==> src/rtl/lsu_ctrl_if.sv <==
// lsu_ctrl_if: signal bundle between the pipeline, the load/store controller
// and the data bus.
//   pipeline request : req_valid/req_ready, req_write, req_size, req_unsigned,
//                      req_addr, req_wdata, req_page_fault, flush
//   bus request      : dreq_valid, dreq_addr, dreq_size, dreq_strobe, dreq_data
//   bus response     : dresp_addr_ok, dresp_data_ok, dresp_data
//   pipeline response: resp_valid/resp_ready, resp_data, resp_exc, resp_cause,
//                      resp_tval
// modport master: the controller. modport slave: pipeline plus bus environment.
interface lsu_ctrl_if #(
  parameter int DATA_W = 64,
  parameter int ADDR_W = 64
);
  logic                  req_valid;
  logic                  req_ready;
  logic                  req_write;
  logic [1:0]            req_size;
  logic                  req_unsigned;
  logic [ADDR_W-1:0]     req_addr;
  logic [DATA_W-1:0]     req_wdata;
  logic                  req_page_fault;
  logic                  flush;

  logic                  dreq_valid;
  logic [ADDR_W-1:0]     dreq_addr;
  logic [1:0]            dreq_size;
  logic [DATA_W/8-1:0]   dreq_strobe;
  logic [DATA_W-1:0]     dreq_data;
  logic                  dresp_addr_ok;
  logic                  dresp_data_ok;
  logic [DATA_W-1:0]     dresp_data;

  logic                  resp_valid;
  logic                  resp_ready;
  logic [DATA_W-1:0]     resp_data;
  logic                  resp_exc;
  logic [3:0]            resp_cause;
  logic [ADDR_W-1:0]     resp_tval;

  modport master (
    input  req_valid, req_write, req_size, req_unsigned, req_addr, req_wdata,
           req_page_fault, flush, dresp_addr_ok, dresp_data_ok, dresp_data,
           resp_ready,
    output req_ready, dreq_valid, dreq_addr, dreq_size, dreq_strobe, dreq_data,
           resp_valid, resp_data, resp_exc, resp_cause, resp_tval
  );

  modport slave (
    output req_valid, req_write, req_size, req_unsigned, req_addr, req_wdata,
           req_page_fault, flush, dresp_addr_ok, dresp_data_ok, dresp_data,
           resp_ready,
    input  req_ready, dreq_valid, dreq_addr, dreq_size, dreq_strobe, dreq_data,
           resp_valid, resp_data, resp_exc, resp_cause, resp_tval
  );
endinterface

==> src/rtl/lsu_ctrl.sv <==
// lsu_ctrl: registered, handshaked load/store controller for the memory stage.
// Accepts one access from the pipeline, holds the bus request until the
// address is accepted, waits for data, then returns a formatted load result
// (lane select plus sign/zero extension) or a misalign/page-fault exception.
// Ports:
//   clk   - clock
//   reset - asynchronous active-high reset
//   io    - lsu_ctrl_if.master (pipeline request/response and data bus)
// Parameters: DATA_W (32 or 64), ADDR_W.
// Build option: define LSU_MISALIGN_CHECK_EN to raise misalign exceptions
// (cause 4 load, 6 store); when undefined, accesses are forced aligned by
// clearing the address bits below the size, and 8-byte accesses on a 32-bit
// bus are narrowed to 4 bytes.
module lsu_ctrl #(
  parameter int DATA_W = 64,
  parameter int ADDR_W = 64
) (
  input  logic       clk,
  input  logic       reset,
  lsu_ctrl_if.master io
);

  localparam int STRB_W = DATA_W / 8;
  localparam int OFF_W  = $clog2(STRB_W);

  typedef enum logic [1:0] {IDLE, REQ, WAIT, RESP} state_t;

  state_t            state;
  logic              killed;
  logic              op_write;
  logic              op_unsigned;
  logic [1:0]        op_size;
  logic [OFF_W-1:0]  op_off;

  // Request decode (valid while sitting in IDLE).
  logic              accept;
  logic              misalign;
  logic [1:0]        eff_size;
  logic [ADDR_W-1:0] size_mask;
  logic [ADDR_W-1:0] eff_addr;
  logic [OFF_W-1:0]  req_off;
  logic [STRB_W-1:0] strobe_base;
  logic [STRB_W-1:0] st_strobe;
  logic [DATA_W-1:0] st_data;

  // Load formatting (uses the attributes latched at accept).
  logic [DATA_W-1:0] ld_shift;
  logic [DATA_W-1:0] ld_mask;
  logic [DATA_W-1:0] ld_msb;
  logic              ld_neg;
  logic [DATA_W-1:0] ld_data;

  // A flush in the same cycle as a request blocks the accept, so the
  // pipeline never has a just-killed access slip into the bus.
  assign io.req_ready = (state == IDLE) && !reset && !io.flush;
  assign accept       = io.req_ready && io.req_valid;

  // NOTE: every signal written in a combinational block gets a default first,
  // otherwise an unassigned path infers a latch.
  always_comb begin
    eff_size  = io.req_size;
    misalign  = 1'b0;
`ifndef LSU_MISALIGN_CHECK_EN
    if ((DATA_W == 32) && (io.req_size == 2'd3)) eff_size = 2'd2;
`endif
    size_mask = '0;
    case (eff_size)
      2'd1:    size_mask[0]   = 1'b1;
      2'd2:    size_mask[1:0] = 2'b11;
      2'd3:    size_mask[2:0] = 3'b111;
      default: size_mask      = '0;
    endcase
`ifdef LSU_MISALIGN_CHECK_EN
    misalign = (|(io.req_addr & size_mask)) ||
               ((DATA_W == 32) && (io.req_size == 2'd3));
    eff_addr = io.req_addr;
`else
    eff_addr = io.req_addr & ~size_mask;
`endif
    req_off = eff_addr[OFF_W-1:0];

    case (eff_size)
      2'd0:    strobe_base = STRB_W'(8'h01);
      2'd1:    strobe_base = STRB_W'(8'h03);
      2'd2:    strobe_base = STRB_W'(8'h0F);
      default: strobe_base = '1;
    endcase
    st_strobe = strobe_base << req_off;
    st_data   = io.req_wdata << {req_off, 3'b000};
  end

  // Sign bit located via the top bit of the field mask, which keeps the
  // extension logic width-agnostic for both bus widths.
  always_comb begin
    ld_shift = io.dresp_data >> {op_off, 3'b000};
    case (op_size)
      2'd0:    ld_mask = DATA_W'(8'hFF);
      2'd1:    ld_mask = DATA_W'(16'hFFFF);
      2'd2:    ld_mask = DATA_W'(32'hFFFF_FFFF);
      default: ld_mask = '1;
    endcase
    ld_msb  = ld_mask ^ (ld_mask >> 1);
    ld_neg  = !op_unsigned && (|(ld_shift & ld_msb));
    ld_data = (ld_shift & ld_mask) | (ld_neg ? ~ld_mask : '0);
  end

  // NOTE: sequential state uses non-blocking assignments so every register
  // samples pre-edge values regardless of statement order.
  always_ff @(posedge clk or posedge reset) begin
    if (reset) begin
      state          <= IDLE;
      killed         <= 1'b0;
      op_write       <= 1'b0;
      op_unsigned    <= 1'b0;
      op_size        <= 2'd0;
      op_off         <= '0;
      io.dreq_valid  <= 1'b0;
      io.dreq_addr   <= '0;
      io.dreq_size   <= 2'd0;
      io.dreq_strobe <= '0;
      io.dreq_data   <= '0;
      io.resp_valid  <= 1'b0;
      io.resp_data   <= '0;
      io.resp_exc    <= 1'b0;
      io.resp_cause  <= 4'd0;
      io.resp_tval   <= '0;
    end else begin
      case (state)
        IDLE: begin
          if (accept) begin
            op_write    <= io.req_write;
            op_unsigned <= io.req_unsigned;
            op_size     <= eff_size;
            op_off      <= req_off;
            killed      <= 1'b0;
            if (misalign || io.req_page_fault) begin
              // Exceptions skip the bus entirely; misalign outranks page fault.
              state         <= RESP;
              io.resp_valid <= 1'b1;
              io.resp_exc   <= 1'b1;
              io.resp_data  <= '0;
              io.resp_tval  <= io.req_addr;
              if (misalign) io.resp_cause <= io.req_write ? 4'd6 : 4'd4;
              else          io.resp_cause <= io.req_write ? 4'd15 : 4'd13;
            end else begin
              state          <= REQ;
              io.dreq_valid  <= 1'b1;
              io.dreq_addr   <= eff_addr;
              io.dreq_size   <= eff_size;
              io.dreq_strobe <= io.req_write ? st_strobe : '0;
              io.dreq_data   <= io.req_write ? st_data : '0;
            end
          end
        end

        REQ: begin
          // A flush cannot retract the request; it only marks the result dead.
          if (io.flush) killed <= 1'b1;
          if (io.dresp_addr_ok) begin
            io.dreq_valid <= 1'b0;
            if (io.dresp_data_ok) begin
              if (killed || io.flush) begin
                state <= IDLE;
              end else begin
                state         <= RESP;
                io.resp_valid <= 1'b1;
                io.resp_exc   <= 1'b0;
                io.resp_cause <= 4'd0;
                io.resp_tval  <= '0;
                io.resp_data  <= op_write ? '0 : ld_data;
              end
            end else begin
              state <= WAIT;
            end
          end
        end

        WAIT: begin
          if (io.flush) killed <= 1'b1;
          if (io.dresp_data_ok) begin
            if (killed || io.flush) begin
              state <= IDLE;
            end else begin
              state         <= RESP;
              io.resp_valid <= 1'b1;
              io.resp_exc   <= 1'b0;
              io.resp_cause <= 4'd0;
              io.resp_tval  <= '0;
              io.resp_data  <= op_write ? '0 : ld_data;
            end
          end
        end

        RESP: begin
          if (io.resp_ready || io.flush) begin
            state         <= IDLE;
            io.resp_valid <= 1'b0;
          end
        end

        default: state <= IDLE;
      endcase
    end
  end

endmodule

==> src/flat_wrapper.sv <==
// flat-port wrapper written by rule: the top's interface ports become plain ports
module lsu_ctrl_flat 
#(
  parameter int DATA_W = 64,
  parameter int ADDR_W = 64
)
  (clk, reset, io_req_valid, io_req_write, io_req_size, io_req_unsigned, io_req_addr, io_req_wdata, io_req_page_fault, io_flush, io_dresp_addr_ok, io_dresp_data_ok, io_dresp_data, io_resp_ready, io_req_ready, io_dreq_valid, io_dreq_addr, io_dreq_size, io_dreq_strobe, io_dreq_data, io_resp_valid, io_resp_data, io_resp_exc, io_resp_cause, io_resp_tval);
  lsu_ctrl_if #(.DATA_W(DATA_W), .ADDR_W(ADDR_W)) io_i ();
  input  logic clk;
  input  logic reset;
  input wire logic [$bits(io_i.req_valid)-1:0] io_req_valid;
  input wire logic [$bits(io_i.req_write)-1:0] io_req_write;
  input wire logic [$bits(io_i.req_size)-1:0] io_req_size;
  input wire logic [$bits(io_i.req_unsigned)-1:0] io_req_unsigned;
  input wire logic [$bits(io_i.req_addr)-1:0] io_req_addr;
  input wire logic [$bits(io_i.req_wdata)-1:0] io_req_wdata;
  input wire logic [$bits(io_i.req_page_fault)-1:0] io_req_page_fault;
  input wire logic [$bits(io_i.flush)-1:0] io_flush;
  input wire logic [$bits(io_i.dresp_addr_ok)-1:0] io_dresp_addr_ok;
  input wire logic [$bits(io_i.dresp_data_ok)-1:0] io_dresp_data_ok;
  input wire logic [$bits(io_i.dresp_data)-1:0] io_dresp_data;
  input wire logic [$bits(io_i.resp_ready)-1:0] io_resp_ready;
  output wire logic [$bits(io_i.req_ready)-1:0] io_req_ready;
  output wire logic [$bits(io_i.dreq_valid)-1:0] io_dreq_valid;
  output wire logic [$bits(io_i.dreq_addr)-1:0] io_dreq_addr;
  output wire logic [$bits(io_i.dreq_size)-1:0] io_dreq_size;
  output wire logic [$bits(io_i.dreq_strobe)-1:0] io_dreq_strobe;
  output wire logic [$bits(io_i.dreq_data)-1:0] io_dreq_data;
  output wire logic [$bits(io_i.resp_valid)-1:0] io_resp_valid;
  output wire logic [$bits(io_i.resp_data)-1:0] io_resp_data;
  output wire logic [$bits(io_i.resp_exc)-1:0] io_resp_exc;
  output wire logic [$bits(io_i.resp_cause)-1:0] io_resp_cause;
  output wire logic [$bits(io_i.resp_tval)-1:0] io_resp_tval;
  assign io_i.req_valid = io_req_valid;
  assign io_i.req_write = io_req_write;
  assign io_i.req_size = io_req_size;
  assign io_i.req_unsigned = io_req_unsigned;
  assign io_i.req_addr = io_req_addr;
  assign io_i.req_wdata = io_req_wdata;
  assign io_i.req_page_fault = io_req_page_fault;
  assign io_i.flush = io_flush;
  assign io_i.dresp_addr_ok = io_dresp_addr_ok;
  assign io_i.dresp_data_ok = io_dresp_data_ok;
  assign io_i.dresp_data = io_dresp_data;
  assign io_i.resp_ready = io_resp_ready;
  assign io_req_ready = io_i.req_ready;
  assign io_dreq_valid = io_i.dreq_valid;
  assign io_dreq_addr = io_i.dreq_addr;
  assign io_dreq_size = io_i.dreq_size;
  assign io_dreq_strobe = io_i.dreq_strobe;
  assign io_dreq_data = io_i.dreq_data;
  assign io_resp_valid = io_i.resp_valid;
  assign io_resp_data = io_i.resp_data;
  assign io_resp_exc = io_i.resp_exc;
  assign io_resp_cause = io_i.resp_cause;
  assign io_resp_tval = io_i.resp_tval;
  lsu_ctrl #(.DATA_W(DATA_W), .ADDR_W(ADDR_W)) u_core (.clk(clk), .reset(reset), .io(io_i));
endmodule
==> config.mk <==
export PLATFORM = sky130hd
export DESIGN_NAME = lsu_ctrl_flat
export DESIGN_NICKNAME = d
export VERILOG_FILES = /design/src/rtl/lsu_ctrl_if.sv /design/src/rtl/lsu_ctrl.sv /design/src/flat_wrapper.sv
export SDC_FILE = /design/constraint.sdc
export NUM_CORES = 1
export LEC_CHECK = 0
export ABC_AREA = 1
export ABC_CLOCK_PERIOD_IN_PS = 10050
export BUFFER_PORTS_ARGS = -buffer_cell sky130_fd_sc_hd__buf_4
export CAP_MARGIN = 0
export CORE_AREA = 2 2 221 223
export CTS_BUF_LIST = sky130_fd_sc_hd__clkbuf_4 sky130_fd_sc_hd__clkbuf_8 sky130_fd_sc_hd__clkbuf_16
export DETAILED_ROUTE_END_ITERATION = 16
export DIE_AREA = 0 0 223 225
export GPL_TIMING_DRIVEN = 1
export HOLD_SLACK_MARGIN = 0.08
export PLACE_DENSITY = 0.6
export SETUP_SLACK_MARGIN = 0.3
export SLEW_MARGIN = 20
export SYNTH_ARGS = -nofsm -noshare
export SYNTH_HDL_FRONTEND = slang
export SYNTH_SLANG_ARGS = --single-unit
export TNS_END_PERCENT = 20
==> constraint.sdc <==
create_clock -name clk -period 10.05 [get_ports clk]
set_input_delay 2.01 -clock clk [delete_from_list [all_inputs] [get_ports clk]]
set_output_delay 2.01 -clock clk [all_outputs]
set_load 0.02 [all_outputs]
==> summary.md <==
| Metric | Value |
|---|---|
| Met2 WL post-DR | `27,510 um` |
| Clk pin slew, worst setup/hold paths | `around 50 ps` |
| Clock Latency Late Sink | `550 ps` |
| Synth async-reset ratio | `1.000` |
| Via count | `14,527` |
| Final net count | `2,517` |
| Final Cycle Share | `0.4529` |
| H-tree Lvls | `2` |
| EDFF count, synth | `0` |
| DRC | `0` |
| Leak | `10.54 nW` |
| Max cap viols | `0` |
| Kind of critical path | `primary input to primary output` |
| Layout cells sized above 1 | `0.2558` |
| Chip width | `223 um` |
| Starting Density | `0.2993` |
| VDD IR max | `0.1507 mV` |
| Min-delay worst type | `register to register` |
| # IOs | `478` |
| Placement Setup Slack | `5393 ps` |
| CTS tree | `yes` |
| DIE AREA | `roughly 50,000 sq um` |
| Warnings from Yosys | `0` |
| Yosys reg bits | `281` |
| Core Footprint | `47,550 sq um` |
| PD cells | `slightly below 300 nW/um^2` |
| Skew final | `15.10 ps` |
| Setup_tns | `0 ps` |
| Met3 WL | `4836 um` |
| Status | `complete, no violations` |
| Hold bufs inserted after CTS | `0` |
| Final setup margin | `5499 ps` |
| M1 WL | `22,990 um` |
| Crit path capture type | `primary output` |
| Crit path required time | `roughly 8000 ps` |
| Top sig layer | `met4` |
| Initial antenna violation count | `0` |
| Port bufs | `477` |
| Largest net degree at the start of global routing | `170` |
| Hpwl dp | `41,990 um` |
| Iteration-0 DRC Markers | `about 1,300` |
| DR WL/cell | `roughly 19 um` |
| Vias per cell | `4.926` |
| Ant. Diodes | `0` |
| Synth cell types | `35` |
| Cells after Synth | `1,908` |
| Measured slew at the worst slew-check pin | `1058 ps` |
| Max clock buf depth | `3` |
| Critical Path AT | `2540 ps` |
| Slowest Stage Delay on Critical Path | `200 ps` |
| Final wirelength | `57,170 um` |
| Clock sink total | `approximately 280` |
| Slowest CP cell | `nor3_4` |
| Startpoint Class | `primary input` |
| Most frequent CP cell | `buf_4` |
| Final ANT Viol Nets | `0` |
| Syn Area/Cell | `7.457 sq um` |
| Row cnt | `80` |
| Post-Syn Area | `14,230 sq um` |
| Crit path cell chain | `buf_4 -> nor3_4 -> buf_4` |
| Final Hold Vio Count | `0` |
| Register area share after synthesis | `0.4942` |
| Max_slew headroom | `0.2944` |
| Max Clk Rate | `219.7 MHz` |
| Crit path time final | `~4600 ps` |
| Final GP Congestion | `0.9002` |
| CTS Root Cell | `clkbuf_16` |
| Cts repair resizes | `0` |
| GR Util All Layers | `0.2216` |
| Vias in the first global route | `13,898` |
| TritonCTS buffer count | `35` |
| Worst path bufs/invs | `2` |
| Mapped Nets | `2,117` |
| Setup bufs post-CTS | `0` |
| Largest fanout on the critical path | `2` |
| DR pass1 iterations | `6` |
| Global-route wire length before repair | `85,670 um` |
| Final setup violation count | `0` |
| Layout area overhead | `36.32%` |
| RSZ-0062 raised after global routing | `false` |
| GRT overflow | `0` |
| Top_reg_cell synth | `dfrtp_1` |
| Worst path top cell family by delay | `buffers and inverters` |
| Die Y | `225 um` |
| Max-slew violation count | `0` |
[synthesized netlist by cell type (2+ instances only)]
cell      count  area [sq um]
nor2_1       79         296.5
nor2_4        2         22.52
a31oi_1      14         87.58
o21ai_1      28         140.1
nand3_1     115         575.6
nand2_1     689          2586
mux2i_1       4         40.04
ha_1          5         62.56
nand3_2       2         20.02
a21oi_1      83         415.4
inv_1       139         521.8
dfrtp_1     281          7032
o21ai_0     257          1286
inv_2         8         30.03
nand2_2       3         18.77
a22o_1       15         131.4
buf_2        41         205.2
clkbuf_1     73         274.0
o211ai_1     27         202.7
buf_4         7         52.55
or2_2        15         93.84
buf_1         8         30.03
[state kept, by name, indices dropped and copies added (netlist names), 2 cells and up]
| name | cells |
|---|---|
| u_core.io.resp_tval | 64 |
| u_core.io.resp_data | 64 |
| u_core.state | 2 |
| u_core.op_off | 3 |
| u_core.io.dreq_data | 64 |
| u_core.io.resp_cause | 2 |
| u_core.op_size | 2 |
| u_core.io.dreq_addr | 64 |
| u_core.io.dreq_size | 2 |
| u_core.io.dreq_strobe | 8 |
[layer usage]
layer	vias to the layer above	global-route usage
li1	6958	-
met1	6849	0.2730
met2	620	0.3699
met3	100	0.06610
met4	0	0.07621
met5	-	0
[final cells by class]
type / instances / area [sq um]
Fill cell: 4881 / 28150
Inverter: 148 / 561.8
Clock inverter: 14 / 210.2
Timing Repair Buffer: 493 / 3726
Tap cell: 615 / 769.5
Sequential cell: 281 / 7032
Clock buffer: 49 / 1006
Multi-Input combinational cell: 1349 / 6091
[power breakdown]
part / internal (mW) / switching, mW
Sequential: 1.47 / 0.229
Combinational: 0.862 / 1.71
Clock: 0.814 / 0.529
[worst paths after layout]
kind / start / end / slack (ps) / cells after the start
min in group asynchronous: reset / u_core.io.resp_data[31] / 1540 / 2
worst min-delay path: u_core.io.resp_data[3] / u_core.io.resp_data[3] / 480 / 2
max in group asynchronous: reset / u_core.io.resp_tval[0] / 7150 / 3
worst max-delay path: reset / io_req_ready / 5500 / 3
worst min register to register: u_core.io.resp_data[3] / u_core.io.resp_data[3] / 480 / 2
worst max register to register: u_core.state[0] / u_core.io.dreq_data[9] / 6670 / 12
[cells by family (layout without fill, tap and decap cells)]
| family | Yosys count | in the layout | share of synthesized area |
|---|---|---|---|
| compound gates | 431 | 431 | 0.1629 |
| fa+ha+maj | 5 | 5 | 0.004397 |
| buf+inv | 278 | 704 | 0.07932 |
| flops | 281 | 281 | 0.4942 |
| mux | 4 | 4 | 0.002814 |
| simple gates | 909 | 909 | 0.2563 |
[tightest hold or removal path: stages (launching register included)]
cell	delay, ps
dfrtp_1	340
nand2_1	60
nand2_1	50
[per-stage QoR]
stage	utilization	power, mW	cell area [sq um]	instances	hold WS [ps]
final	0.4079	5.611	19400	2949	477.4
after floorplan	-	3.232	14230	1908	488.5
after detailed placement	0.3819	4.283	18160	2885	466.3
after CTS	0.4075	5.661	19370	2948	481.3
after global routing	0.4079	5.972	19400	2949	497.4
after global placement	0.3819	4.259	18160	2885	467.2
[cell usage in the layout, fill, tap and decap left out, types with 5 or more instances in the layout]
cell type,instances
clkbuf_16,35
a31oi_1,14
ha_1,5
clkinv_2,5
a22o_1,15
dfrtp_1,281
nand3_1,115
nand2_2,5
o21ai_0,257
o21ai_1,28
nor2_1,78
clkbuf_4,10
o211ai_1,27
inv_2,9
buf_4,491
or2_2,15
nand2_1,686
a21oi_1,83
inv_1,137
Power figures use the tool's default switching activity.
